$ cat config.mk
export PLATFORM = sky130hd
export DESIGN_NAME = bcd_entry_reg
export DESIGN_NICKNAME = d
export VERILOG_FILES = /design/src/rtl/bcd_pkg.sv /design/src/rtl/bcd_mem_scan.sv /design/src/rtl/bcd_entry_reg.sv
export SDC_FILE = /design/constraint.sdc
export NUM_CORES = 1
export LEC_CHECK = 0
export ABC_AREA = 1
export CAP_MARGIN = 25
export CELL_PAD_IN_SITES_DETAIL_PLACEMENT = 0
export CELL_PAD_IN_SITES_GLOBAL_PLACEMENT = 2
export CORE_AREA = 2 2 123 125
export CTS_CLUSTER_SIZE = 16
export DETAILED_ROUTE_END_ITERATION = 6
export DIE_AREA = 0 0 125 127
export PLACE_DENSITY = 0.85
export RECOVER_POWER = 25
export SLEW_MARGIN = 20
export SYNTH_ARGS = -nofsm -noshare
export SYNTH_HDL_FRONTEND = slang
export SYNTH_SLANG_ARGS = --single-unit
export TNS_END_PERCENT = 50
$ cat constraint.sdc
create_clock -name clock -period 6.8 [get_ports clock]
set_clock_uncertainty 0.2 [all_clocks]
set_input_delay 1.36 -clock clock [delete_from_list [all_inputs] [get_ports clock]]
set_output_delay 1.36 -clock clock [all_outputs]
set_load 0.02 [all_outputs]
$ cat src/rtl/bcd_pkg.sv
// bcd_pkg: shared nibble codes, entry state encoding and digit test
package bcd_pkg;
  localparam logic [3:0] BLANK = 4'hF;
  localparam logic [3:0] MINUS = 4'hE;
  typedef enum logic [1:0] {EMPTY, ENTRY, FULL, RECALLED} state_t;
  function automatic logic is_bcd(input logic [3:0] nibble);
    return nibble <= 4'd9;
  endfunction
endpackage

$ cat src/rtl/bcd_mem_scan.sv
// bcd_mem_scan: validates a stored display word and extracts its sign and digit count
module bcd_mem_scan
  import bcd_pkg::*;
#(
  parameter int DIGITS = 8,
  parameter logic [3:0] BLANK = bcd_pkg::BLANK,
  parameter logic [3:0] MINUS = bcd_pkg::MINUS
) (
  input  logic [4*DIGITS-1:0]         mem,
  output logic                        valid,
  output logic                        negative,
  output logic [$clog2(DIGITS+1)-1:0] count
);
  localparam int CW = $clog2(DIGITS+1);
  logic [3:0] nib;
  always_comb begin
    valid = 1'b1;
    negative = 1'b0;
    count = '0;
    nib = '0;
    for (int i = 0; i < DIGITS; i++) begin
      nib = mem[4*i +: 4];
      if (is_bcd(nib)) begin
        count = CW'(i + 1);
        valid = valid && !negative;
      end else if (nib == MINUS) begin
        valid = valid && !negative;
        negative = 1'b1;
      end else if (nib != BLANK) begin
        valid = 1'b0;
      end
    end
  end
endmodule

$ cat src/rtl/bcd_entry_reg.sv
// bcd_entry_reg: keypad BCD entry register with edit commands and validated memory recall
module bcd_entry_reg
  import bcd_pkg::*;
#(
  parameter int DIGITS = 8,
  parameter logic [3:0] BLANK = bcd_pkg::BLANK,
  parameter logic [3:0] MINUS = bcd_pkg::MINUS
) (
  input  logic                        clock,
  input  logic                        reset_n,
  input  logic [3:0]                  digit,
  input  logic                        load,
  input  logic                        bksp,
  input  logic                        clear,
  input  logic                        neg_toggle,
  input  logic                        dp_set,
  input  logic                        load_mem,
  input  logic [4*DIGITS-1:0]         mem,
  output logic [4*DIGITS-1:0]         bcdreg,
  output logic [$clog2(DIGITS+1)-1:0] count,
  output logic                        negative,
  output logic                        dp_valid,
  output logic [$clog2(DIGITS+1)-1:0] dp_pos,
  output logic                        full,
  output logic                        error
);
  localparam int W = 4*DIGITS;
  localparam int CW = $clog2(DIGITS+1);
  localparam logic [CW-1:0] ONE = CW'(1);
  localparam logic [CW-1:0] MAXC = CW'(DIGITS);
  localparam logic [W-1:0] ALL_BLANK = {DIGITS{BLANK}};
  state_t state, state_n;
  logic [W-1:0] store, store_n;
  logic [CW-1:0] count_n, dp_pos_n, cap, cap_n, scan_count;
  logic negative_n, dp_valid_n, error_n, hold, recall, scan_valid, scan_neg;
  bcd_mem_scan #(.DIGITS(DIGITS), .BLANK(BLANK), .MINUS(MINUS)) u_scan (
    .mem(mem),
    .valid(scan_valid),
    .negative(scan_neg),
    .count(scan_count)
  );
  assign cap = negative ? MAXC - ONE : MAXC;
  always_ff @(posedge clock or negedge reset_n) begin
    if (!reset_n) begin
      state <= EMPTY;
      store <= ALL_BLANK;
      count <= '0;
      negative <= 1'b0;
      dp_valid <= 1'b0;
      dp_pos <= '0;
      error <= 1'b0;
    end else begin
      state <= state_n;
      store <= store_n;
      count <= count_n;
      negative <= negative_n;
      dp_valid <= dp_valid_n;
      dp_pos <= dp_pos_n;
      error <= error_n;
    end
  end
  always_comb begin
    store_n = store;
    count_n = count;
    negative_n = negative;
    dp_valid_n = dp_valid;
    dp_pos_n = dp_pos;
    error_n = 1'b0;
    hold = 1'b0;
    recall = 1'b0;
    if (clear) begin
      store_n = ALL_BLANK;
      count_n = '0;
      negative_n = 1'b0;
      dp_valid_n = 1'b0;
      dp_pos_n = '0;
    end else if (load_mem) begin
      if (!scan_valid) error_n = 1'b1;
      else begin
        store_n = mem;
        count_n = scan_count;
        negative_n = scan_neg;
        dp_valid_n = 1'b0;
        dp_pos_n = '0;
        recall = mem != ALL_BLANK;
      end
    end else if (bksp) begin
      if (dp_valid && dp_pos == '0) dp_valid_n = 1'b0;
      else if (count != '0) begin
        store_n = {BLANK, store[W-1:4]};
        count_n = count - ONE;
        dp_pos_n = dp_valid ? dp_pos - ONE : dp_pos;
        negative_n = negative && count != ONE;
      end
    end else if (neg_toggle) begin
      if (count != '0 && !negative && count == MAXC) error_n = 1'b1;
      else if (count != '0) negative_n = !negative;
    end else if (dp_set) begin
      if (dp_valid || count == cap) error_n = 1'b1;
      else begin
        if (count == '0) begin
          store_n = {store[W-5:0], 4'd0};
          count_n = ONE;
        end
        dp_valid_n = 1'b1;
        dp_pos_n = '0;
      end
    end else if (load) begin
      if (!is_bcd(digit)) error_n = 1'b1;
      else if (state == RECALLED) begin
        store_n = {{(DIGITS-1){BLANK}}, digit};
        count_n = ONE;
        negative_n = 1'b0;
        dp_valid_n = 1'b0;
        dp_pos_n = '0;
      end else if (count == cap) error_n = 1'b1;
      else if (digit != 4'd0 || count != '0 || dp_valid) begin
        store_n = {store[W-5:0], digit};
        count_n = count + ONE;
        dp_pos_n = dp_valid ? dp_pos + ONE : dp_pos;
      end
    end else begin
      hold = 1'b1;
    end
    cap_n = negative_n ? MAXC - ONE : MAXC;
    state_n = (hold || error_n) ? state : recall ? RECALLED :
              count_n == '0 ? EMPTY : count_n == cap_n ? FULL : ENTRY;
  end
  always_comb begin
    full = count == cap;
    bcdreg = ALL_BLANK;
    for (int i = 0; i < DIGITS; i++)
      bcdreg[4*i +: 4] = CW'(i) < count ? store[4*i +: 4] :
                         (CW'(i) == count && negative) ? MINUS : BLANK;
  end
endmodule

; After elaboration in Yosys (flattened, before gate mapping)
; Cells that the tools add are included.
[classes]
bitwise_logic = 0
div_mod_pow = 0
n_eq_ne = 38
order_cmp = 17
n_addsub = 4
n_reduce_logical = 44
n_shift = 0
mul = 0
n_mux = 160
[ops]
columns = cell, n
row1 = 2-to-1 mux 32 bit, 15
row2 = 2-to-1 mux 4 bit, 42
row3 = 2-to-1 mux 1 bit, 94
row4 = equality test 4 bit (second input constant), 9
row5 = less-or-equal comparator 4 bit (second input constant), 9
row6 = inequality test 4 bit (second input constant), 9
row7 = inequality test 32 bit (second input constant), 1
row8 = nonzero test 5 bit, 4
row9 = logical AND 1 bit, 19
row10 = equality test 3 x 4 -> 1 bit (first input constant), 4
row11 = < comparator 3 x 4 -> 1 bit (first input constant), 4
row12 = inequality test 4 x 1 -> 1 bit (second input constant), 4
row13 = logical NOT 4 bit, 3
row14 = 2-to-1 mux 3 bit, 4
row15 = AND reduction 11 bit, 1
row16 = 2-to-1 mux 2 bit, 5
row17 = AND reduction 10 bit, 1
row18 = adder 4 x 1 -> 4 bit (second input constant), 2
row19 = equality test 2 x 4 -> 1 bit (first input constant), 2
row20 = equality test 4 bit, 2
row21 = logical NOT 1 bit, 8
row22 = < comparator 1 x 4 -> 1 bit (first input constant), 2
row23 = < comparator 2 x 4 -> 1 bit (first input constant), 2
row24 = nonzero test 4 bit, 2
row25 = 11 further kinds, 15
[totals]
latchBits = 0
out_inout_bits = 44
register_bits = 45
mem_bits_ro = 0
mem_count = 0
mem_bits_rw = 0

; Logic depth before layout (Yosys ltp)
; Gate-level depths: netlist (run 1).
[depth]
word_depth = 33
ltp_mapped = 37
ltp_nobuf = 37

; Cells and area by module
; Synthesis (run 1) repeated with hierarchy kept, for this count alone.
[hier_totals]
cells_unflattened = 628
area_unflattened_um2 = 4093.9
[modules_own_cells]
columns = module, seq_area_each_um2, cells_each, n_inst, area_each_um2
row1 = bcd_entry_reg, 1166.1, 526, 1, 3624.7
row2 = bcd_mem_scan, 0.0, 102, 1, 469.2

; Least setup slack after synthesis (run 1)
; OpenSTA, ideal clock, no wires.
[synth_path]
kind = input to register
startpoint = in mem[6]
endpoint = reg state[0]
t_arrival_ps = 3393
path_stages = 21
setup_slack_ps = 3082
n_path_buf = 0
setup_ps = 125
required_time_ps = 6475
cell_sequence = inv_1 > nor2_1 > nand3_2 > nand2_1 > nor2_1 > inv_1 > nor2_1 > inv_1 > nor2_1 > inv_1 > a2111oi_4 > nand2_2 > clkinv_2 > nand4_1 > o211ai_1 > nand2_2 > xor2_1 > a21oi_1 > nand4_1 > nand2_1 > a21oi_2
[synth_via]
elab_chain_cells = 30
elab_cells_between_ends = 77
cone_classes = 1 x order compare / 4 x eq/ne / 58 x mux / 14 x reduce/logical
[synth_rtl]
columns = item, line
row1 = "start, declared", bcd_entry_reg.sv:18  ; input logic [4*DIGITS-1:0] mem,
row2 = inequality test 4 bit / equality test 4 bit (equally long branches), "bcd_mem_scan.sv:29, bcd_mem_scan.sv:26"
row3 = 2-to-1 mux 1 bit (on tied branches), "bcd_mem_scan.sv:29, bcd_mem_scan.sv:26"
row4 = 2-to-1 mux 1 bit (on tied branches), "bcd_mem_scan.sv:26, bcd_mem_scan.sv:23"
row5 = 2-to-1 mux 1 bit / logical NOT 1 bit (equally long branches), "bcd_mem_scan.sv:23, bcd_mem_scan.sv:25, bcd_mem_scan.sv:27"
row6 = 2-to-1 mux 1 bit / logical AND 1 bit (equally long branches), "bcd_mem_scan.sv:29, bcd_mem_scan.sv:25, bcd_mem_scan.sv:27"
row7 = 2-to-1 mux 1 bit, bcd_mem_scan.sv:26  ; end else if (nib == MINUS) begin
row8 = 2-to-1 mux 1 bit, bcd_mem_scan.sv:23  ; if (is_bcd(nib)) begin
row9 = 2-to-1 mux 1 bit / logical AND 1 bit (equally long branches), "bcd_mem_scan.sv:29, bcd_mem_scan.sv:25, bcd_mem_scan.sv:27"
row10 = [14 not listed], --
row11 = 2-to-1 mux 1 bit (*), bcd_entry_reg.sv:78  ; if (!scan_valid) error_n = 1'b1;
row12 = 2-to-1 mux 1 bit (*), bcd_entry_reg.sv:77  ; end else if (load_mem) begin
row13 = 2-to-1 mux 1 bit (*), bcd_entry_reg.sv:71  ; if (clear) begin
row14 = via negative_n, bcd_entry_reg.sv:35  ; logic negative_n, dp_valid_n, error_n, hold, recall, scan_valid, scan_neg;
row15 = 2-to-1 mux 4 bit (*), bcd_entry_reg.sv:125  ; cap_n = negative_n ? MAXC - ONE : MAXC;
row16 = equality test 4 bit (*), bcd_entry_reg.sv:127  ; count_n == '0 ? EMPTY : count_n == cap_n ? FULL : ENTRY;
row17 = 2-to-1 mux 2 bit (*) (2 in a row), bcd_entry_reg.sv:127
row18 = 2-to-1 mux 2 bit (*), bcd_entry_reg.sv:126  ; state_n = (hold || error_n) ? state : recall ? RECALLED :
row19 = "end signal, assigned", bcd_entry_reg.sv:53  ; state <= state_n;
row20 = "end, declared", bcd_entry_reg.sv:32  ; state_t state, state_n;
; The timed path passes the listed nets; every way through them passes the cells marked *.
; A chain may end at the register's enable or synchronous reset.

; Worst setup path after layout (run 1)
[layout_path]
startpoint = in mem[9]
endpoint = reg store[0]
[layout_via]
elab_chain_cells = 21
elab_cells_between_ends = 43
cone_classes = 1 x order compare / 3 x eq/ne / 28 x mux / 11 x reduce/logical
[layout_rtl]
columns = item, line
row1 = inequality test 4 bit / equality test 4 bit (equally long branches), "bcd_mem_scan.sv:29, bcd_mem_scan.sv:26"
row2 = 2-to-1 mux 1 bit (on tied branches), "bcd_mem_scan.sv:29, bcd_mem_scan.sv:26"
row3 = 2-to-1 mux 1 bit (on tied branches), "bcd_mem_scan.sv:26, bcd_mem_scan.sv:23"
row4 = 2-to-1 mux 1 bit / logical NOT 1 bit (equally long branches), "bcd_mem_scan.sv:23, bcd_mem_scan.sv:25, bcd_mem_scan.sv:27"
row5 = 2-to-1 mux 1 bit / logical AND 1 bit (equally long branches), "bcd_mem_scan.sv:29, bcd_mem_scan.sv:25, bcd_mem_scan.sv:27"
row6 = 2-to-1 mux 1 bit, bcd_mem_scan.sv:26
row7 = 2-to-1 mux 1 bit, bcd_mem_scan.sv:23
row8 = 2-to-1 mux 1 bit / logical AND 1 bit (equally long branches), "bcd_mem_scan.sv:29, bcd_mem_scan.sv:25, bcd_mem_scan.sv:27"
row9 = [5 not listed], --
row10 = 2-to-1 mux 1 bit / logical AND 1 bit (equally long branches), "bcd_mem_scan.sv:29, bcd_mem_scan.sv:25, bcd_mem_scan.sv:27"
row11 = 2-to-1 mux 1 bit, bcd_mem_scan.sv:26
row12 = 2-to-1 mux 1 bit, bcd_mem_scan.sv:23
row13 = 2-to-1 mux 1 bit / logical AND 1 bit (equally long branches), "bcd_mem_scan.sv:29, bcd_mem_scan.sv:25, bcd_mem_scan.sv:27"
row14 = 2-to-1 mux 1 bit, bcd_mem_scan.sv:26
row15 = 2-to-1 mux 1 bit (*), bcd_mem_scan.sv:23
row16 = inequality test 3 x 2 -> 1 bit (no line) (*), --
row17 = AND reduction 10 bit (no line) (*), --
row18 = "end signal, assigned", bcd_entry_reg.sv:54  ; store <= store_n;
row19 = "end, declared", bcd_entry_reg.sv:33  ; logic [W-1:0] store, store_n;
; Mark *: on every way between the ends. The rest lies on a longest branch, timed or not.

==> results of run 1 <==
==> registers in the layout, indices dropped and copies added (netlist names) <==
register and count:
store 32, count 4, dp_pos 4, state 2, dp_valid 1, error 1
negative 1
==> report_power, final <==
part | internal (mW) | switching, mW | leakage (nW) | total, mW
sequential | 0.347 | 0.0510 | 0.506 | 0.398
combinational | 0.193 | 0.312 | 1.91 | 0.505
clock | 0.177 | 0.122 | 0.0859 | 0.299
total | 0.717 | 0.485 | 2.50 | 1.20
==> placed cells by master (no fill, tap or decap), types with 22 or more instances in the layout <==
cell             synthesis  final
a21oi_1                 40     40
clkdlybuf4s50_1          0     86
dfstp_2                 32     32
inv_1                  103    103
nand2_1                175    175
nand3_1                 22     22
nor2_1                  38     38
o21ai_0                 85     85
o221ai_1                27     27
==> how the worst min path moves through the flow <==
stage                    from        end  slack (ns)  cells after the start
floorplan            store[1]   store[1]        0.27                      2
global placement     store[1]   store[1]        0.29                      2
detailed placement   store[1]   store[1]        0.29                      2
CTS                  store[1]   store[1]        0.31                      2
global route        store[28]  store[28]        0.34                      2
finish               store[1]   store[1]        0.30                      2
==> synthesized netlist by cell type, drive strengths merged (6+ instances only) <==
cell | instances | area, µm²
dfrtp | 13 | 325
clkbuf | 19 | 71.3
ha | 10 | 125
nor3 | 16 | 108
nand4 | 11 | 68.8
dfstp | 32 | 841
a21oi | 41 | 209
nor2 | 39 | 154
nand2 | 180 | 688
inv | 104 | 390
o2111ai | 6 | 52.6
nand3 | 23 | 120
o221ai | 27 | 236
o21ai | 93 | 473
o211ai | 6 | 45.0
==> tightest hold or removal path, delay by kind of cell (launching register included) <==
| family | cells | cell delay, ns |
|---|---|---|
| AO/OA/AOI/OAI | 1 | 0.07 |
| buffers and inverters | 1 | 0.06 |
| flip-flops | 1 | 0.37 |
==> metal layers <==
metal | share of wire [%] | vias up | wire, µm
met5 | 0 | - | 0
li1 | - | 2397 | -
met3 | 7.0 | 12 | 1140
met2 | 45 | 205 | 7320
met1 | 47 | 2279 | 7680
met4 | 1.4 | 0 | 229
==> through the flow <==
step	hold WS (ns)	std cells	power (mW)	util [%]
floorplan	0.271	664	0.685	-
CTS	0.305	925	1.21	37.9
finish	0.305	925	1.20	37.9
global placement	0.289	917	0.903	36.7
detailed placement	0.292	917	0.902	36.7
global route	0.336	925	1.28	37.9
==> logic make-up after synthesis <==
logic type	share of synthesized area [%]
AO/OA/AOI/OAI	28.5
XOR/XNOR	1.85
adder cells (fa/ha/maj)	2.94
buffers and inverters	12.0
flip-flops	27.4
multiplexers	0.265
AND/OR/NAND/NOR	27.1
==> final cells by class <==
cell class | instances | area share, %
clock buffers | 5 | 2.29
well taps | 184 | 4.22
repair buffers | 93 | 16.6
inverters | 108 | 7.45
flip-flops and latches | 45 | 21.4
clock inverters | 3 | 0.916
multi-input cells | 487 | 47.2
==> out/qor.txt, run 1 <==
Status: finished with violations
Failing checks: max-capacitance violations, max-slew violations
Arrival time worst endpoint: 4.66 ns
Setup crit start: mem[9]
First-pass GRT wire length: 25500 µm
Lkg Pwr: 2.50 nW
Max-Slew Margin vs Limit: -77.2%
Slew Viols, Final: 46
Fmax: 216 MHz
Antenna violations before repair: 0
Met3 usage: 3.56%
Minimum clock period: 4.63 ns
Pre-CTS WS: 1.89 ns
Critical path launch point type: input pin
Final nets: 794
PortBufs: 87
Post-synth EDFFs: 0
Synth Instances: 664
CP required: 6.83 ns
Avg Vias per Cell: 5.29
Largest net degree at the start of global routing: 64
Top_reg_cell synth: dfstp_2
Setup violators final: 0
Hold Buf Count CTS: 0
Final instance area: 0.00546 mm²
Number of global-route vias before repair: 4557
Yosys reg bits: 45
Setup TNS: 0 ns
Setup Fix Bufs, Post-CTS: 0
Die W: 125 µm
Async SR Flop Fraction: 100%
Warnings from Yosys: 0
Met2 Track Usage GR: 31.3%
R2r worst-path depth: 13
Netlist cell types: 44
Initial DRC count: 583
H-tree levels: 2
Clock sinks: 45
Worst skew pair latency: 0.30 ns
CTS clk-pin slew, worst paths: 0.07 ns
Sequential-to-total area share from yosys stat: 27.4%
Crit-path leading delay family: buffers and inverters
Buf/Inv on CP: 4
Levels on crit path: 13
Global placer's final weighted congestion: 0.957
Core Box Area: 0.0144 mm²
Register area: 0.00117 mm²
CP Capture Type: flop
Max Cap Viol: 1
Crit-path cells: clkdlybuf4s50_1, inv_1, nor3_1, inv_1, nand2_1, a21oi_1, a2111oi_4, nand2_2, nand2_1, o21ai_2, nor3_4, buf_4, mux2_2
Number of buffers created by CTS: 5
GRT Residual Overflow: 0
Row Count: 44
Root buffer cell: clkbuf_16
RR Startpoint: count[3]
PostCTS Resize Cnt: 0
Global routing usage on met1: 29.2%
Routed wire length: 16400 µm
Drt pass-1 iters: 5
Die area: 0.0159 mm²
Flop2flop setup slack: 3.21 ns
GRT Overall Usage: 20.1%
Worst setup path endpoint: store[0]
Layout cells sized above 1: 8.77%
Setup ws final: 2.17 ns
CP max stage cell: nor3_1
Final hold vios: 0
CP Max Fanout: 63
Area grow syn2layout: 28.5%
Ant diodes: 0
Busiest layer in global routing: met2
I/O pin count: 88
RSZ-0062 raised after global routing: false
Worst path max stage delay: 0.52 ns
Avg Cell Area, Syn: 6.40 µm²
Syn nets: 718
Worst hold path class: reg2reg
Setup CP Type: in2reg
PwrDens: 220 mW/mm²
Multi-input gate area: 0.00258 mm²
Die Ht: 127 µm
FF-to-FF End: state[0]
Clock tree from TritonCTS: done
DRC violation count after routing: 0
Fill count: 1543
Mapped cell area: 0.00425 mm²
Total number of vias: 4893
Initial Utilization: 29.5%
Dpl cell area: 0.00529 mm²
Clock buffer depth: 2
Worst IR Drop VDD: 0.110 mV
DR WL/cell: 17.7 µm
Detailed placer's ending HPWL: 12500 µm
Antenna violation net count after detailed routing: 0
Final period utilization: 68.1%
Worst slew pin tran: 2.66 ns
Note: power is estimated with default switching activity, not from simulation.
==> run 2: changes to the inputs <==
--- a/config.mk
+++ b/config.mk
@@ -9,11 +9,11 @@
 export CAP_MARGIN = 25
 export CELL_PAD_IN_SITES_DETAIL_PLACEMENT = 0
 export CELL_PAD_IN_SITES_GLOBAL_PLACEMENT = 2
-export CORE_AREA = 2 2 123 125
+export CORE_AREA = 2 2 134 136
 export CTS_CLUSTER_SIZE = 16
 export DETAILED_ROUTE_END_ITERATION = 6
-export DIE_AREA = 0 0 125 127
-export PLACE_DENSITY = 0.85
+export DIE_AREA = 0 0 136 138
+export PLACE_DENSITY = 0.76
 export RECOVER_POWER = 25
 export SLEW_MARGIN = 20
 export SYNTH_ARGS = -nofsm -noshare
==> constraint.sdc (replaced) <==
create_clock -name clock -period 3.75 [get_ports clock]
set_clock_uncertainty 0.2 [all_clocks]
set_input_delay 0.75 -clock clock [delete_from_list [all_inputs] [get_ports clock]]
set_output_delay 0.75 -clock clock [all_outputs]
set_load 0.02 [all_outputs]
==> run 2 against run 1 <==
The run still ends with max-capacitance violations, max-slew violations left. Non-clock buffer count grew 119. Global-route usage shrank 0.30 points. Sequential cell count unchanged.
==> out/qor.txt, run 2 (synthesized netlist as in run 1, its figures left out) <==
Failing checks: max-capacitance violations, max-slew violations
Worst IR Drop VDD: 0.194 mV
Root buffer cell: clkbuf_16
Minimum clock period: 3.52 ns
Drt pass-1 iters: 6
CP Capture Type: flop
Max-Slew Margin vs Limit: -77.6%
Setup CP Type: in2reg
Commonest non-fill, non-tap cell in the layout: nand2_1
Die area: 0.0188 mm²
CP required: 3.74 ns
Biggest regs: store: 32 flops, count: 4 flops, dp_pos: 4 flops
Clock sinks: 45
Arrival time worst endpoint: 3.51 ns
DRC violation count after routing: 0
Routed wire length: 18700 µm
Lkg Pwr: 3.25 nW
Max Cap Viol: 1
PwrDens: 362 mW/mm²
CP Max Fanout: 7
Total number of vias: 5323
Hold depth: 2
Initial DRC count: 283
Largest net degree at the start of global routing: 46
Detailed placer's ending HPWL: 14700 µm
Setup violators final: 0
GRT Residual Overflow: 0
Worst slew pin tran: 2.66 ns
GRT Overall Usage: 19.8%
Fmax: 284 MHz
PortBufs: 87
Clock tree from TritonCTS: done
Antenna violations before repair: 0
Core Box Area: 0.0175 mm²
Worst skew pair latency: 0.30 ns
Layout cells sized above 1: 25.8%
Largest register by flop count: store
Final Power: 2.39 mW
Max FFs per register: 32
Most frequent cells in the layout: 165 x nand2_1, 123 x buf_4, 99 x inv_1, 82 x o21ai_0, 65 x clkdlybuf4s50_1
R2r worst-path depth: 20
CTS clk-pin slew, worst paths: 0.07 ns
Number of buffers created by CTS: 5
Slew Viols, Final: 46
Fill count: 1910
Final period utilization: 93.8%
DR WL/cell: 17.1 µm
Number of global-route vias before repair: 5087
H-tree levels: 2
Final hold vios: 0
Critical path launch point type: input pin
Status: finished with violations
Area grow syn2layout: 54.8%
Initial Utilization: 24.2%
Die Ht: 138 µm
Avg Vias per Cell: 4.89
I/O pin count: 88
Final nets: 913
Global placer's final weighted congestion: 0.913
Die W: 136 µm
First-pass GRT wire length: 28900 µm
Ant diodes: 0
Worst hold path class: reg2reg
Antenna violation net count after detailed routing: 0
Hold Worst Slack: 0.305 ns
Row Count: 49
Clock buffer depth: 2
[run 2: worst paths after layout]
| check | from | to | slack [ns] |
|---|---|---|---|
| min in group asynchronous | reset_n | count[1] | 1.07 |
| setup / recovery | mem[26] | state[0] | 0.23 |
| setup reg to reg | count[2] | state[0] | 0.53 |
| hold / removal | store[2] | store[2] | 0.31 |
| max in group asynchronous | reset_n | count[3] | 0.78 |
| hold reg to reg | store[2] | store[2] | 0.31 |
[run 2: metal layers]
layer | global-route usage [%] | wire, µm | up-vias
met4 | 3.73 | 306 | 0
li1 | - | - | 2629
met3 | 2.60 | 901 | 20
met2 | 31.6 | 8630 | 162
met5 | 0 | 0 | -
met1 | 28.8 | 8810 | 2512
[run 2: final cells by class]
type                       instances  area (µm²)  share of cell area, %
sequential                        45        1170                   17.7
timing repair buffer             212        1830                   27.7
tap                              229         287                   4.35
multi-input combinational        487        2710                   41.1
clock buffer                       6         150                   2.28
clock inverter                     2        38.8                  0.589
inverter                         108         408                   6.20
[run 2: what timing repair did]
item | 4_1_cts | 5_1_grt
resized for setup | 4 | 67
hold endpoints to repair | 0 | 0
buffers inserted | 0 | 12
hold buffers | 0 | 0
pin swaps | 1 | 30
setup endpoints to repair | 6 | 38
[run 2: power breakdown]
group | internal (mW) | switching [mW] | leakage [nW]
clock network | 0.359 | 0.229 | 0.0926
registers | 0.629 | 0.0820 | 0.506
logic | 0.458 | 0.628 | 2.65
total | 1.45 | 0.939 | 3.25
[run 2: per-stage QoR]
step                      worst slack (ns)  instances  util [%]  cell area (µm²)  TNS (ns)
final                                0.233       1089      37.5             6580         0
after global routing               -0.0217       1089      37.5             6580   -0.0310
after CTS                          0.00336       1077      36.2             6340         0
after detailed placement            -0.375       1069      35.1             6150     -8.71
after global placement              -0.285       1069      35.1             6150     -5.59
after floorplan                      0.642        664         -             4250         0
[run 2: critical path, stage by stage]
cell and delay (ns):
clkdlybuf4s50_1 0.50, buf_4 0.14, nand4_1 0.14, a311oi_2 0.33
nand3_2 0.15, a2111oi_4 0.30, nand2_2 0.17, inv_4 0.11
nand4_1 0.08, o211ai_1 0.11, nand2_2 0.15, xor2_2 0.21
a21oi_2 0.10, nand4_1 0.12, nand2_1 0.10, a21oi_2 0.05
